File: src/rtl/branch_hazard_pkg.sv
// Shared constants for the ID-stage branch hazard controller.
package branch_hazard_pkg;

  localparam int unsigned REG_AW_DEF = 5;
  localparam int unsigned STALL_W    = 2;

  localparam logic [0:0] ST_IDLE = 1'b0;
  localparam logic [0:0] ST_WAIT = 1'b1;

  localparam logic [STALL_W-1:0] STALL_NONE     = 2'd0;
  localparam logic [STALL_W-1:0] STALL_LOAD_EX  = 2'd2;
  localparam logic [STALL_W-1:0] STALL_ALU_EX   = 2'd1;
  localparam logic [STALL_W-1:0] STALL_LOAD_MEM = 2'd1;

endpackage

File: src/rtl/branch_dep_detect.sv
// Per-source dependency check: required stall cycles and EX/MEM forward select.
module branch_dep_detect
  import branch_hazard_pkg::*;
#(
  parameter int unsigned REG_AW = REG_AW_DEF
) (
  input  logic [REG_AW-1:0]  src,
  input  logic               idex_regwrite,
  input  logic               idex_memread,
  input  logic [REG_AW-1:0]  idex_rd,
  input  logic               exmem_regwrite,
  input  logic               exmem_memread,
  input  logic [REG_AW-1:0]  exmem_rd,
  output logic [STALL_W-1:0] n_stall,
  output logic               fwd
);

  logic idex_hit;
  logic exmem_hit;

  // $0 is hardwired, so it never creates a dependency
  assign idex_hit  = (src != '0) && idex_regwrite  && (idex_rd  == src);
  assign exmem_hit = (src != '0) && exmem_regwrite && (exmem_rd == src);

  always_comb begin
    n_stall = STALL_NONE;
    fwd     = 1'b0;
    if (idex_hit) begin
      n_stall = idex_memread ? STALL_LOAD_EX : STALL_ALU_EX;
    end else if (exmem_hit) begin
      if (exmem_memread) begin
        n_stall = STALL_LOAD_MEM;
      end else begin
        fwd = 1'b1;
      end
    end
  end

endmodule

File: src/rtl/branch_hazard_ctrl.sv
// Branch hazard controller: stalls or forwards for the ID-stage comparator.
// Optional stall statistics counter enabled by BRANCH_STALL_STATS_EN.
module branch_hazard_ctrl
  import branch_hazard_pkg::*;
#(
  parameter int unsigned REG_AW    = REG_AW_DEF,
  parameter int unsigned MAX_STALL = 2
) (
  input  logic              clk,
  input  logic              rst_n,
  input  logic              IDBranch,
  input  logic              IDBranchTaken,
  input  logic [REG_AW-1:0] IDRs,
  input  logic [REG_AW-1:0] IDRt,
  input  logic              IDEXRegWrite,
  input  logic              IDEXMemRead,
  input  logic [REG_AW-1:0] IDEXRd,
  input  logic              EXMEMRegWrite,
  input  logic              EXMEMMemRead,
  input  logic [REG_AW-1:0] EXMEMRd,
  output logic              Stall,
  output logic              FwA,
  output logic              FwB,
  output logic              IFFlush
`ifdef BRANCH_STALL_STATS_EN
  ,
  output logic [15:0]       StallCount
`endif
);

  localparam int unsigned CNT_W = $clog2(MAX_STALL + 1);

  logic [0:0]         state_q, state_d;
  logic [CNT_W-1:0]   cnt_q, cnt_d;
  logic [STALL_W-1:0] n_rs, n_rt, n_max;
  logic               fwd_rs, fwd_rt;
  logic               stall_c, fwa_c, fwb_c;

  branch_dep_detect #(.REG_AW(REG_AW)) u_dep_rs (
    .src(IDRs), .idex_regwrite(IDEXRegWrite), .idex_memread(IDEXMemRead),
    .idex_rd(IDEXRd), .exmem_regwrite(EXMEMRegWrite),
    .exmem_memread(EXMEMMemRead), .exmem_rd(EXMEMRd),
    .n_stall(n_rs), .fwd(fwd_rs)
  );

  branch_dep_detect #(.REG_AW(REG_AW)) u_dep_rt (
    .src(IDRt), .idex_regwrite(IDEXRegWrite), .idex_memread(IDEXMemRead),
    .idex_rd(IDEXRd), .exmem_regwrite(EXMEMRegWrite),
    .exmem_memread(EXMEMMemRead), .exmem_rd(EXMEMRd),
    .n_stall(n_rt), .fwd(fwd_rt)
  );

  assign n_max = (n_rs > n_rt) ? n_rs : n_rt;

  always_ff @(posedge clk or negedge rst_n) begin
    if (!rst_n) begin
      state_q <= ST_IDLE;
      cnt_q   <= '0;
    end else begin
      state_q <= state_d;
      cnt_q   <= cnt_d;
    end
  end

  // Next state and raw outputs; WAIT ignores dependencies until the count expires
  always_comb begin
    state_d = state_q;
    cnt_d   = cnt_q;
    stall_c = 1'b0;
    fwa_c   = 1'b0;
    fwb_c   = 1'b0;
    case (state_q)
      ST_IDLE: begin
        if (IDBranch) begin
          if (n_max != STALL_NONE) begin
            stall_c = 1'b1;
            cnt_d   = CNT_W'(n_max - STALL_W'(1));
            state_d = (n_max > STALL_W'(1)) ? ST_WAIT : ST_IDLE;
          end else begin
            fwa_c = fwd_rs;
            fwb_c = fwd_rt;
          end
        end
      end
      ST_WAIT: begin
        stall_c = 1'b1;
        cnt_d   = (cnt_q != '0) ? cnt_q - CNT_W'(1) : '0;
        if (cnt_q <= CNT_W'(1)) begin
          state_d = ST_IDLE;
        end
      end
      default: begin
        state_d = ST_IDLE;
        cnt_d   = '0;
      end
    endcase
  end

  // Outputs are combinational, so they are masked while reset is held
  assign Stall   = rst_n & stall_c;
  assign FwA     = rst_n & fwa_c;
  assign FwB     = rst_n & fwb_c;
  assign IFFlush = rst_n & IDBranch & IDBranchTaken & ~stall_c;

`ifdef BRANCH_STALL_STATS_EN
  logic [15:0] stall_cnt_q, stall_cnt_d;

  always_comb begin
    stall_cnt_d = stall_cnt_q;
    if (Stall && (stall_cnt_q != 16'hFFFF)) begin
      stall_cnt_d = stall_cnt_q + 16'd1;
    end
  end

  always_ff @(posedge clk or negedge rst_n) begin
    if (!rst_n) begin
      stall_cnt_q <= '0;
    end else begin
      stall_cnt_q <= stall_cnt_d;
    end
  end

  assign StallCount = stall_cnt_q;
`endif

endmodule
File: config.mk
export PLATFORM = sky130hd
export DESIGN_NAME = branch_hazard_ctrl
export DESIGN_NICKNAME = d
export VERILOG_FILES = /design/src/rtl/branch_hazard_pkg.sv /design/src/rtl/branch_dep_detect.sv /design/src/rtl/branch_hazard_ctrl.sv
export SDC_FILE = /design/constraint.sdc
export NUM_CORES = 1
export LEC_CHECK = 0
export CAP_MARGIN = 20
export CORE_MARGIN = 2
export CORE_UTILIZATION = 45
export CTS_BUF_LIST = sky130_fd_sc_hd__clkbuf_4
export DETAILED_ROUTE_END_ITERATION = 10
export GPL_ROUTABILITY_DRIVEN = 1
export PLACE_DENSITY = 0.88
export SYNTH_ARGS = -nofsm -noshare
export SYNTH_HDL_FRONTEND = slang
export SYNTH_HIERARCHICAL = 1
export SYNTH_SLANG_ARGS = --single-unit
export TNS_END_PERCENT = 1
File: constraint.sdc
create_clock -name clk -period 14.5 [get_ports clk]
set_input_delay 4.35 -clock clk [delete_from_list [all_inputs] [get_ports clk]]
set_output_delay 4.35 -clock clk [all_outputs]
set_load 0.005 [all_outputs]
# After elaboration in Yosys (flattened, before gate mapping)
# Cells that the tools add are included.
# totals
regBits,3
latch_bits,0
mem_bits_rw,0
rom_bits,0
in_bits,28
out_inout_bits,4
wordCells,64
memories,0
# classes
addsub,2
n_mul,0
n_div,0
order_cmp,3
n_eq_ne,6
shifts,0
muxes,30
bitwise,8
n_reduce_logical,13
# op_table
op,count
equality test 5 bit,4
2-to-1 mux 1 bit,19
2-to-1 mux 2 bit,8
nonzero test 5 bit,2
logical AND 1 bit,8
AND 1 bit,6
"!= test 2 bit, second input constant",2
one-hot mux 1 bit (2 select lines),2
one-hot mux 2 bit (2 select lines),1
nonzero test 2 bit,2
"subtractor 2 x 1 -> 2 bit, second input constant",2
"greater-than comparator 2 x 1 -> 1 bit, second input constant",1
greater-than comparator 2 bit,1
"<= comparator 2 x 1 -> 1 bit, second input constant",1
NOT 1 bit,2
AND reduction 2 bit,1

# Depth between registers and ports, before layout
# depth
ltp_word,13
ltp_mapped,14
depth_no_buf,14

# Hierarchy
# The synthesis kept the hierarchy.
# by_module_without_submodules
module,instances,cells_per_inst,area_per_inst_um2,seq_area_each_um2
branch_dep_detect,2,23,190.2,0.0
branch_hazard_ctrl,1,33,280.3,75.1

# Worst setup path after synthesis
# No wires, ideal clock.
# synth_timing
path_kind,in2out
from,in IDRs[2]
to,out FwA
arrival_time_ps,6521
required_ps,10150
setup_slack_ps,3629
stages,12
n_path_buf,0
path_cell_list,or4_1 > nor2_2 > nor4_2 > mux2i_1 > inv_1 > ha_1 > inv_1 > o22ai_1 > mux2i_1 > ha_1 > and4_1 > and2_1
# synth_via
elab_chain_cells,12
elab_cells_between_ends,18
classes_between,1 x order compare; 2 x eq/ne; 8 x mux; 1 x bitwise; 6 x reduce/logical
# synth_lines
element,line_no,rtl
start: declaration,branch_hazard_ctrl.sv:13,"input logic [REG_AW-1:0] IDRs,"
nonzero test 5 bit,"branch_dep_detect.sv:22, branch_dep_detect.sv:23",
logical AND 1 bit (2 in series),branch_dep_detect.sv:23,assign exmem_hit = (src != '0) && exmem_regwrite && (exmem_rd == src);
2-to-1 mux 2 bit,branch_dep_detect.sv:30,end else if (exmem_hit) begin
2-to-1 mux 2 bit *,branch_dep_detect.sv:28,if (idex_hit) begin
named net n_rs[0],branch_hazard_ctrl.sv:35,"logic [STALL_W-1:0] n_rs, n_rt, n_max;"
greater-than comparator 2 bit,branch_hazard_ctrl.sv:53,assign n_max = (n_rs > n_rt) ? n_rs : n_rt;
2-to-1 mux 2 bit *,branch_hazard_ctrl.sv:53,
nonzero test 2 bit *,branch_hazard_ctrl.sv:75,if (n_max != STALL_NONE) begin
2-to-1 mux 1 bit *,branch_hazard_ctrl.sv:75,
2-to-1 mux 1 bit *,branch_hazard_ctrl.sv:74,if (IDBranch) begin
2-to-1 mux 1 bit *,branch_hazard_ctrl.sv:72,case (state_q)
AND 1 bit *,branch_hazard_ctrl.sv:101,assign FwA = rst_n & fwa_c;
end: declaration,branch_hazard_ctrl.sv:22,"output logic FwA,"
# The timed path passes the listed nets; every way through them passes the cells marked *.

# Worst setup path in the final report
# layout_timing
from,in IDRs[4]
to,out FwB
# layout_via
elab_chain_cells,12
elab_cells_between_ends,16
classes_between,1 x order compare; 2 x eq/ne; 6 x mux; 1 x bitwise; 6 x reduce/logical
# layout_lines
element,line_no,rtl
nonzero test 5 bit,"branch_dep_detect.sv:22, branch_dep_detect.sv:23",
logical AND 1 bit (2 in series),branch_dep_detect.sv:23,
2-to-1 mux 2 bit,branch_dep_detect.sv:30,
2-to-1 mux 2 bit *,branch_dep_detect.sv:28,
named net n_rs[0],branch_hazard_ctrl.sv:35,
greater-than comparator 2 bit,branch_hazard_ctrl.sv:53,
2-to-1 mux 2 bit *,branch_hazard_ctrl.sv:53,
nonzero test 2 bit *,branch_hazard_ctrl.sv:75,
2-to-1 mux 1 bit *,branch_hazard_ctrl.sv:75,
2-to-1 mux 1 bit *,branch_hazard_ctrl.sv:74,
2-to-1 mux 1 bit *,branch_hazard_ctrl.sv:72,
AND 1 bit *,branch_hazard_ctrl.sv:102,assign FwB = rst_n & fwb_c;
end: declaration,branch_hazard_ctrl.sv:23,"output logic FwB,"
# Marks and branches as above.

==> impl_results.md <==
- Final min period: 12.22 ns
- Drt wl/cell: 13.1 um
- Startpoint types: input pin
- Post-synth top cells: xnor2_1 (16), nand2_1 (6), nor2_1 (6)
- Die area: 1790 um^2
- Count leader, synth: xnor2_1
- Fillers: 113
- Nets: 148
- Clk sinks: 3
- Cell count after synthesis: 79
- Initial core utilization: 0.495
- H-tree levels: 1
- Max Slew Vio Count: 0
- Drt initial violations: 10
- Post-CTS Setup Repair Bufs: 0
- Worst vdd ir: 0.0000305 V
- Synth top area cells: xnor2_1 (21%), dfrtp_1 (11%), ha_1 (9.5%)
- First-pass GRT wire length: 2870 um
- Grt total ovfl: 0
- #FFs+latches synth: 3
- Area of the multi-input gates: 567 um^2
- Clk slew on worst S/H paths: 0.03 ns
- Detailed Routing Iterations Pass 1: 4
- Core region area: 1330 um^2
- DP HPWL: 1540 um
- Largest net degree at the start of global routing: 6
- Hold Vio Cnt, Final: 0
- WS Path Type: input pin to primary output
- Leak pwr: 0.000385 uW
- DR WL met3: 92 um
- Period utilization: 0.843
- Fin Clk Skew: 0.0128 ns
- IO Pins: 32
- Status: completed
- Final Total Pwr: 56.3 uW
- Largest area contributor in the netlist: xnor2_1
- Number of library cell types mapped by synthesis: 23
- Syn_area_per_cell: 8.36 um^2
- DRC errors left: 0
- Hold buffers post-CTS: 0
- Routability cong.: 0.779
- CTS tree: done
- Primary FF master, synth: dfrtp_1
- Critical Path RT: 10.15 ns
- Cell area after layout: 1020 um^2
- Async set-or-reset flop fraction in the synthesized netlist: 1.00
- Worst Tran Pin Value: 0.539 ns
- Crit path DAT: 7.87 ns
- Slew HR: 0.638
- Area grow syn2layout: 54.4%
- Count of final setup violators: 0
- Post-route insts no fill: 129
- Max_cap viols: 0
- Routed wl met2: 901 um
- CP endpoint kind: primary output
- Post-synth EDFFs: 0
- DR vias: 668
- Placed Cells: 125
- FP Rows: 13
- Clk_lat worst skew: 0.25 ns
- Antenna Violating Nets Remaining: 0
- Register area share after synthesis: 0.114
- Drt via density: 5.18
- Input/output buffers: 31
- Vias in the first global route: 682
- Die X: 42.3 um
- GRT Resource Usage Total: 0.207
- Post-CTS resize count: 0
- CTS Buf Count: 3
- Top-area cell type share of the netlist area: 0.212
- Pwr per Cell Area: 55.2 nW/um^2
- Max Fclk: 81.8 MHz
- Clock Tree Buf Depth: 2
- Storage element area: 75.1 um^2
- Total Wirelength: 1690 um
- Cell Area, Placed: 990 um^2
- Clock Root Buffer: clkbuf_4
- Antenna violations before repair: 0
- RSZ-0062 raised after global routing: false
- CP max FO: 3
- M1 WL: 685 um
- Share of cells above drive strength 1: 0.105
- Hold Slack: 0.540 ns
- Die extent in y: 42.3 um
- Net Count, Synth: 112
- Worst Hold Class: flip-flop to flip-flop
- Post-Synthesis Cell Area: 661 um^2
- Antenna diodes: 0
- Setup TNS: 0 ns
- Yosys synthesis warning count: 6
- Top Layer Used: met4
cell type report:
class,instances,area share
Multi-Input combinational cell,71,0.556
Timing Repair Buffer,31,0.304
Sequential cell,3,0.0736
Clock buffer,4,0.0294
Inverter,5,0.0184
Tap cell,15,0.0184
metrics by stage:
stage / utilization / setup slack, ns
after floorplan: - / 3.63
after global placement: 0.742 / 2.41
final: 0.765 / 2.28
after detailed placement: 0.742 / 2.24
after global routing: 0.765 / 2.02
after CTS: 0.765 / 2.23
placed cells by master, fill, tap and decap left out, types with 3 or more instances in the layout:
master	instances
mux2i_1	3
xor2_1	4
dfrtp_1	3
or4_1	4
xnor2_1	16
nor2_1	6
nand2_1	6
clkdlybuf4s50_1	31
ha_1	5
nand4_1	4
and2_1	5
inv_1	5
clkbuf_4	4
nand3_1	3
routing by layer:
metal,global-route usage,vias up
met3,0.0388,2
li1,-,355
met1,0.242,288
met5,0,-
met4,0.0563,0
met2,0.378,23
report_power, final:
group	switching, uW	total [uW]	internal [uW]
Sequential	2.26	13.5	11.2
Combinational	10.0	24.9	14.9
Clock	5.60	17.9	12.3
Total	17.9	56.3	38.4
sequential cells by signal (all words and copies together) (netlist names):
register	cells
cnt_q	2
state_q	1
kinds of logic (layout without fill, tap and decap cells):
| logic type | Yosys count | in the layout | synth area share |
|---|---|---|---|
| adders and majority gates | 5 | 5 | 0.0947 |
| and+or+nand+nor | 36 | 36 | 0.384 |
| AOI/OAI and AO/OA | 7 | 7 | 0.0682 |
| xor gates and xnor gates | 20 | 20 | 0.265 |
| DFF | 3 | 3 | 0.114 |
| muxes | 3 | 3 | 0.0455 |
| buffers and inverters | 5 | 40 | 0.0284 |
worst max-delay path, stage by stage:
cell             delay (ns)
clkdlybuf4s50_1        0.56
or4_1                  0.16
nor2_2                 0.05
nor4_2                 0.51
mux2i_1                0.31
inv_1                  0.07
ha_1                   0.27
inv_1                  0.04
o22ai_1                0.20
mux2i_1                0.30
ha_1                   0.21
and4_1                 0.22
and2_1                 0.13
clkdlybuf4s50_1        0.49
worst paths after layout:
kind | startpoint | slack [ns] | depth (start not counted) | endpoint
setup / recovery | IDRs[4] | 2.28 | 14 | FwB
hold reg to reg | cnt_q[1] | 0.54 | 2 | cnt_q[1]
min in group asynchronous | rst_n | 4.31 | 1 | cnt_q[0]
hold / removal | cnt_q[1] | 0.54 | 2 | cnt_q[1]
setup reg to reg | state_q | 13.49 | 4 | cnt_q[0]
max in group asynchronous | rst_n | 9.99 | 1 | cnt_q[1]
Note: power is estimated with default switching activity, not from simulation.
